==> src/rtl/rr_arbiter_8.sv <==
// Round-robin arbiter for 8 requesters with a registered one-hot grant and direct handoff.
// Optional ARB_TIMEOUT_EN bounds each grant to HOLD_MAX cycles with a forced release.
module rr_arbiter_8 #(
  parameter int unsigned HOLD_MAX = 16,
  parameter int unsigned CNT_W    = 8
) (
  input  logic       clk,
  input  logic       rst,
  input  logic       en,
  input  logic [7:0] req,
  output logic [7:0] gnt,
  output logic [2:0] gnt_idx,
  output logic       gnt_vld,
  output logic       timeout
);

  localparam int unsigned N  = 8;
  localparam int unsigned IW = 3;

  typedef enum logic {
    IDLE  = 1'b0,
    GRANT = 1'b1
  } state_t;

  // Reject configurations where the hold counter cannot reach HOLD_MAX-1.
  if (HOLD_MAX < 2 || HOLD_MAX > 255 || CNT_W > 31 || (32'd1 << CNT_W) <= HOLD_MAX) begin : g_cfg_err
    $error("rr_arbiter_8: illegal HOLD_MAX/CNT_W combination");
  end

  // Shared 3-to-8 one-hot decode.
  function automatic logic [N-1:0] dec3to8(input logic [IW-1:0] i);
    dec3to8 = N'(1) << i;
  endfunction

  // First set bit of r at or after p, wrapping 7->0.
  function automatic logic [IW-1:0] rr_pick(input logic [N-1:0] r, input logic [IW-1:0] p);
    logic [IW-1:0] idx;
    rr_pick = p;
    for (int k = int'(N) - 1; k >= 0; k--) begin
      idx = p + IW'(k);
      if (r[idx]) rr_pick = idx;
    end
  endfunction

  state_t        state, state_n;
  logic [IW-1:0] ptr, ptr_n;
  logic [IW-1:0] idx_n;
  logic [N-1:0]  gnt_n;
  logic          vld_n;

  logic          hold_bit;
  logic [N-1:0]  others;
  logic [N-1:0]  pick_req;
  logic [IW-1:0] pick_base;
  logic [IW-1:0] win;
  logic          force_rel;

  assign hold_bit  = req[gnt_idx];
  assign others    = req & ~dec3to8(gnt_idx);
  assign pick_req  = (state == IDLE) ? req : others;
  assign pick_base = (state == IDLE) ? ptr : gnt_idx + IW'(1);
  assign win       = rr_pick(pick_req, pick_base);

`ifdef ARB_TIMEOUT_EN
  logic [CNT_W-1:0] cnt, cnt_n;
  logic             timeout_n;

  assign force_rel = (state == GRANT) && hold_bit && (cnt == CNT_W'(HOLD_MAX - 1));
`else
  assign force_rel = 1'b0;
  assign timeout   = 1'b0;
`endif

  // Next-state and next-output decision.
  always_comb begin
    state_n = state;
    ptr_n   = ptr;
    idx_n   = gnt_idx;
    gnt_n   = gnt;
    vld_n   = gnt_vld;
`ifdef ARB_TIMEOUT_EN
    cnt_n     = cnt;
    timeout_n = 1'b0;
`endif
    unique case (state)
      IDLE: begin
        if (en && (|req)) begin
          state_n = GRANT;
          idx_n   = win;
          gnt_n   = dec3to8(win);
          vld_n   = 1'b1;
`ifdef ARB_TIMEOUT_EN
          cnt_n   = '0;
`endif
        end
      end
      GRANT: begin
        if (!hold_bit || force_rel) begin
          ptr_n = gnt_idx + IW'(1);
`ifdef ARB_TIMEOUT_EN
          timeout_n = force_rel;
          cnt_n     = '0;
`endif
          if (en && (|others)) begin
            idx_n = win;
            gnt_n = dec3to8(win);
          end else if (!(force_rel && en)) begin
            // A forced holder with no competitor keeps gnt; everyone else goes idle.
            state_n = IDLE;
            gnt_n   = '0;
            vld_n   = 1'b0;
          end
        end else begin
`ifdef ARB_TIMEOUT_EN
          cnt_n = cnt + CNT_W'(1);
`endif
        end
      end
      default: begin
        state_n = IDLE;
        gnt_n   = '0;
        vld_n   = 1'b0;
      end
    endcase
  end

  // State and output registers.
  always_ff @(posedge clk or posedge rst) begin
    if (rst) begin
      state   <= IDLE;
      ptr     <= '0;
      gnt_idx <= '0;
      gnt     <= '0;
      gnt_vld <= 1'b0;
    end else begin
      state   <= state_n;
      ptr     <= ptr_n;
      gnt_idx <= idx_n;
      gnt     <= gnt_n;
      gnt_vld <= vld_n;
    end
  end

`ifdef ARB_TIMEOUT_EN
  // Hold counter and forced-release pulse.
  always_ff @(posedge clk or posedge rst) begin
    if (rst) begin
      cnt     <= '0;
      timeout <= 1'b0;
    end else begin
      cnt     <= cnt_n;
      timeout <= timeout_n;
    end
  end
`endif

endmodule

==> config.mk <==
export PLATFORM = sky130hd
export DESIGN_NAME = rr_arbiter_8
export DESIGN_NICKNAME = d
export VERILOG_FILES = /design/src/rtl/rr_arbiter_8.sv
export SDC_FILE = /design/constraint.sdc
export NUM_CORES = 1
export LEC_CHECK = 0
export CORE_MARGIN = 5
export CORE_UTILIZATION = 45
export CTS_BUF_LIST = sky130_fd_sc_hd__clkbuf_16
export CTS_CLUSTER_DIAMETER = 200
export CTS_CLUSTER_SIZE = 8
export DETAILED_ROUTE_END_ITERATION = 8
export GPL_TIMING_DRIVEN = 1
export HOLD_SLACK_MARGIN = 0.15
export PLACE_DENSITY_LB_ADDON = 0.12
export SLEW_MARGIN = 20
export SYNTH_ARGS = -nofsm -noshare
export SYNTH_HDL_FRONTEND = slang
export SYNTH_SLANG_ARGS = --single-unit
==> constraint.sdc <==
create_clock -name clk -period 5.7 [get_ports clk]
set_clock_uncertainty 0.05 [all_clocks]
set_input_delay 0.855 -clock clk [delete_from_list [all_inputs] [get_ports clk]]
set_output_delay 0.855 -clock clk [all_outputs]
set_load 0.02 [all_outputs]
After elaboration in Yosys (flattened, before gate mapping)
Cells that the tools add are included.
{"block": "classes", "addsub": 8, "n_mul": 0, "div": 0, "n_lt_le_gt_ge": 9, "n_eq_ne": 4, "shift": 2, "mux": 44, "n_bitwise": 4, "n_reduce_logical": 8}
{"cell": "3-bit by 4-bit < comparator with 1-bit output, second input constant", "n": 9}
{"cell": "3-bit two-way mux", "n": 12}
{"cell": "8-bit two-way mux", "n": 4}
{"cell": "1-bit binary-select mux with 3-bit select", "n": 9}
{"cell": "8-bit case mux with 2 select lines", "n": 1}
{"cell": "8-bit OR reduction", "n": 2}
{"cell": "1-bit by 3-bit left shift with 8-bit output, first input constant", "n": 2}
{"cell": "1-bit two-way mux", "n": 15}
{"cell": "3-bit adder, second input constant", "n": 4}
{"cell": "8-bit AND", "n": 1}
{"cell": "8-bit inverter", "n": 1}
{"cell": "3-bit by 1-bit adder with 3-bit output, second input constant", "n": 2}
{"cell": "3-bit by 2-bit adder with 3-bit output, second input constant", "n": 2}
{"cell": "3-bit case mux with 2 select lines", "n": 1}
{"cell": "3-bit AND reduction", "n": 2}
{"cell": "2-bit by 1-bit != test with 1-bit output, second input constant", "n": 2}
{"cell": "2-bit != test, second input constant", "n": 2}
{"cell": "1-bit case mux with 2 select lines", "n": 2}
{"cell": "2-bit AND reduction", "n": 2}
{"cell": "1-bit logical AND", "n": 2}
{"cell": "1-bit inverter", "n": 2}
{"block": "word_totals", "regBits": 16, "latch_bits": 0, "ram_bits": 0, "mem_bits_ro": 0, "input_bits": 11, "out_inout_bits": 13, "elab_cells": 84, "memories": 0}

Longest topological paths before layout
{"block": "logic_depth", "depth_word": 18, "mapped_depth": 15, "ltp_nobuf": 13}

Least setup slack after synthesis
OpenSTA, ideal clock, no wires.
{"block": "synth_timing", "path_type": "register -> register", "startpoint": "reg gnt_idx[0]", "endpoint": "reg gnt[4]", "setup_ns": 0.121, "t_arrival_ns": 3.597, "required_ns": 5.529, "slack_ns": 1.932, "stages_incl_launch_ff": 15, "n_path_buf": 2, "synth_period_minus_slack_ns": 3.768, "cell_sequence": "dfrtp_1 > inv_1 > ha_1 > mux2i_2 > inv_2 > buf_2 > ha_1 > buf_1 > inv_1 > mux4_2 > a211o_1 > and4b_1 > nor3_2 > nor2_1 > a22o_1"}
{"block": "synth_between", "elab_chain_len": 18, "elab_cells_between_ends": 48, "cone_classes": "add/sub: 8; eq/ne: 1; shift: 2; mux: 32; bitwise: 2; reduce/logical: 3"}
{"item": "start: declaration", "line_no": "12", "rtl": "output logic [2:0] gnt_idx,"}
{"item": "start signal: assignment", "line_no": "138", "rtl": "gnt_idx <= idx_n;"}
{"item": "branches (longest 18 deep; another with 3-bit by 1-bit adder with 3-bit output)"}
{"item": "end signal: assignment", "line_no": "139", "rtl": "gnt <= gnt_n;"}
{"item": "end: declaration", "line_no": "11", "rtl": "output logic [7:0] gnt,"}
Several ways; the timed one is not identified. The select of a mux whose other input is x is not followed.
A chain may end at the register's enable or synchronous reset.

Worst setup path in the final report
{"block": "layout_timing", "startpoint": "reg gnt_idx[0]", "endpoint": "reg gnt[7]"}
Same word-level chain as after synthesis.

==> impl_metrics.toml <==
[run_status]
outcome = "finished, final reports clean"

[grt]
grt_use_met2_pct = 30.5
grtUsageMet1_pct = 26.6
grt_pass1_wl_um = 9720
grt_pass1_vias = 1992
antenna_found_initial = 0
grt_max_degree = 23
gr-total-overflow = 0
grt_use_total_pct = 19.4
grtUsageMet3_pct = 4.00
top_usage_layer = "met2"

[sta]
tightest_slew_ps = 829
rsz0062_at_grt = "false"
fmax_mhz = 214
setup_viol = 0
layout_min_cycle_time_ps = 4680
max_slew_margin_pct = 43.6
fin_crit_sh_pct = 82.2
slew_violations = 0
timing.final.hold_violations = 0
fin_setup_tns_ps = 0

[floorplan]
die_x_um = 78.1
dieArea_um2 = 6090
rows = 24
die-height_um = 78.1
ioPinCount = 24
start_util_pct = 47.2
core_um2 = 4410

[min_path]
holdPathStages = 2
hold_end = "gnt[2]$_DFFE_PP0P_"
min_path_type = "flip-flop to flip-flop"
min-delay-start = "gnt[2]$_DFFE_PP0P_"

[routing]
drc = 0
dr_total_vias = 2117
drt_iter0_drc = 185
firstDrtPassIters = 5
wl_per_cell_um = 18.8
antenna_left = 0
viasPerCell = 6.72
wl_um = 5930

[layout]
final_nets = 283
fin_util_pct = 54.1
syn2layout_area_growth_pct = 14.5
layout_common_cells = "31 x nand2_1, 22 x clkdlybuf4s50_1, 16 x nor2_1, 16 x dfrtp_1"
mostFrequentLayoutCell = "nand2_1"
drive_gt1_share_pct = 11.0
num_antenna_cells = 0

[clock_tree]
ctsResizeCount = 0
clock_sinks = 16
worst_skew_pair.late_latency_ps = 240
root_buffer = "clkbuf_16"
cts-hold-fix-buffers = 0
postCtsSetupBuffers = 0
clk_pin_slew_ps = 50
cts_tree = "yes"
h-tree-depth = 1
cts_buffer_depth = 2
numCtsBuffers = 3

[synthesis]
synth_edf_count = 0
synth_ff_type = "dfrtp_1"
yosysSeqAreaShare_pct = 19.2
ys_warn_count = 0
synth.avg_cell_area_um2 = 8.41
async_reset_ff_share_pct = 100
synthDistinctLibCells = 66
syn_inst = 248
ys_seq_elements = 16
synthesis.nets = 267
syn_area_um2 = 2080

[worst_setup_path]
slowest_stage = "mux2i_2"
cp_data_arrival_time_ps = 4760
path_cells = "inv_1 > ha_1 > mux2i_2 > inv_2 > ha_1 > inv_1 > mux4_2 > a2111oi_0 > a31oi_1 > o31ai_1 > a31oi_1 > a22o_1"
crit_required_ps = 5780
r2r_setup_slack_ps = 1020
critPathKind = "flip-flop to flip-flop"
cp_max_fo = 16
start_kind = "flip-flop"
worst_path_largest_cell_delay_ps = 670
critPathBufInv = 3
reg2regPathDepth = 12
cp-end-kind = "flip-flop"
r2r_start = "gnt_idx[0]$_DFFE_PP0P_"
cp_top_family = "compound AO/OA/AOI/OAI gates"
reg2reg_to = "gnt[7]$_DFFE_PP0P_"

[placed_design]
io_buffers = 22
dp_hpwl_um = 4500
routabilityCongestion = 0.920

[run]
cap_violations = 0
## registers in the layout, indices dropped and copies added (netlist names)
name,flops
gnt_idx,3
gnt_vld,1
gnt,8
ptr,3
state,1
## logic make-up after synthesis
group / share of synthesized area [%]
flip-flops: 19.2
other: 0.180
AO/OA/AOI/OAI: 31.0
XOR/XNOR: 1.98
adder cells (fa/ha/maj): 4.80
multiplexers: 16.0
AND/OR/NAND/NOR: 20.8
buffers and inverters: 6.06
## cells in the mapped netlist, types with 2 or more instances
cell type,instances,share of area [%]
o211ai_1,4,1.4
o31ai_1,3,1.1
o41ai_1,2,0.84
a2111oi_0,4,1.7
ha_1,8,4.8
nand3b_1,4,1.4
buf_4,3,1.1
o21ai_1,4,0.96
a22o_1,5,2.1
nor2b_1,3,0.90
a221oi_1,2,0.84
nor3_1,3,0.72
a211o_1,3,1.3
nor4_1,2,0.60
and2_1,4,1.2
nand3_1,9,2.2
mux2i_1,6,2.9
o221ai_1,2,0.84
o2111ai_1,2,0.84
nand2_1,31,5.6
o22ai_1,4,1.2
buf_2,5,1.2
mux4_2,7,7.6
clkbuf_1,2,0.36
mux2i_4,3,3.2
a21boi_0,2,0.72
o21ai_0,14,3.4
a21oi_1,10,2.4
a211oi_1,4,1.4
xnor2_2,2,1.6
nor2_1,16,2.9
a22oi_1,6,2.2
dfrtp_1,16,19
a31oi_1,3,0.90
mux2_2,3,1.6
inv_1,14,2.5
nand2b_1,4,1.2
## area by class of cell
| type | instances | area, um2 |
|---|---|---|
| Fill cell | 419 | 2030 |
| Multi-Input combinational cell | 205 | 1560 |
| Sequential cell | 16 | 400 |
| Timing Repair Buffer | 23 | 228 |
| Clock buffer | 3 | 75.1 |
| Tap cell | 52 | 65.1 |
| Inverter | 15 | 56.3 |
| Clock inverter | 1 | 3.75 |
## how the worst max path moves through the flow
stage	startpoint	end	slack (ps)	depth (start not counted)
global placement	gnt_idx[0]$_DFFE_PP0P_	gnt[7]$_DFFE_PP0P_	1150	12
global route	gnt_idx[0]$_DFFE_PP0P_	gnt[6]$_DFFE_PP0P_	640	12
finish	gnt_idx[0]$_DFFE_PP0P_	gnt[7]$_DFFE_PP0P_	1020	12
detailed placement	gnt_idx[0]$_DFFE_PP0P_	gnt[6]$_DFFE_PP0P_	1090	12
floorplan	gnt_idx[0]$_DFFE_PP0P_	gnt[4]$_DFFE_PP0P_	1930	14
CTS	gnt_idx[0]$_DFFE_PP0P_	gnt[7]$_DFFE_PP0P_	1080	12
## layer usage
metal  vias to the layer above  wire (um)
li1                        987          -
met1                      1013       2640
met2                       101       2740
met3                        16        430
met4                         0        115
met5                         -          0
## worst register-to-register path, cell delays in order (launching register included)
cell and delay (ps):
dfrtp_1 550, inv_1 160, ha_1 340, mux2i_2 670, inv_2 340, ha_1 530, inv_1 170, mux4_2 410
a2111oi_0 390, a31oi_1 90, o31ai_1 390, a31oi_1 250, a22o_1 230
## per-stage QoR
| stage | setup WS [ps] | area, um2 | std cells | hold slack (ps) |
|---|---|---|---|---|
| final | 1020 | 2390 | 315 | 432 |
| after global routing | 636 | 2390 | 315 | 463 |
| after CTS | 1080 | 2390 | 315 | 443 |
| after detailed placement | 1090 | 2310 | 311 | 432 |
| after global placement | 1150 | 2310 | 311 | 422 |
| after floorplan | 1930 | 2080 | 248 | 400 |
Power is not shown: default switching activity piles up to over one toggle a cycle in this logic, so the estimate is an artifact.
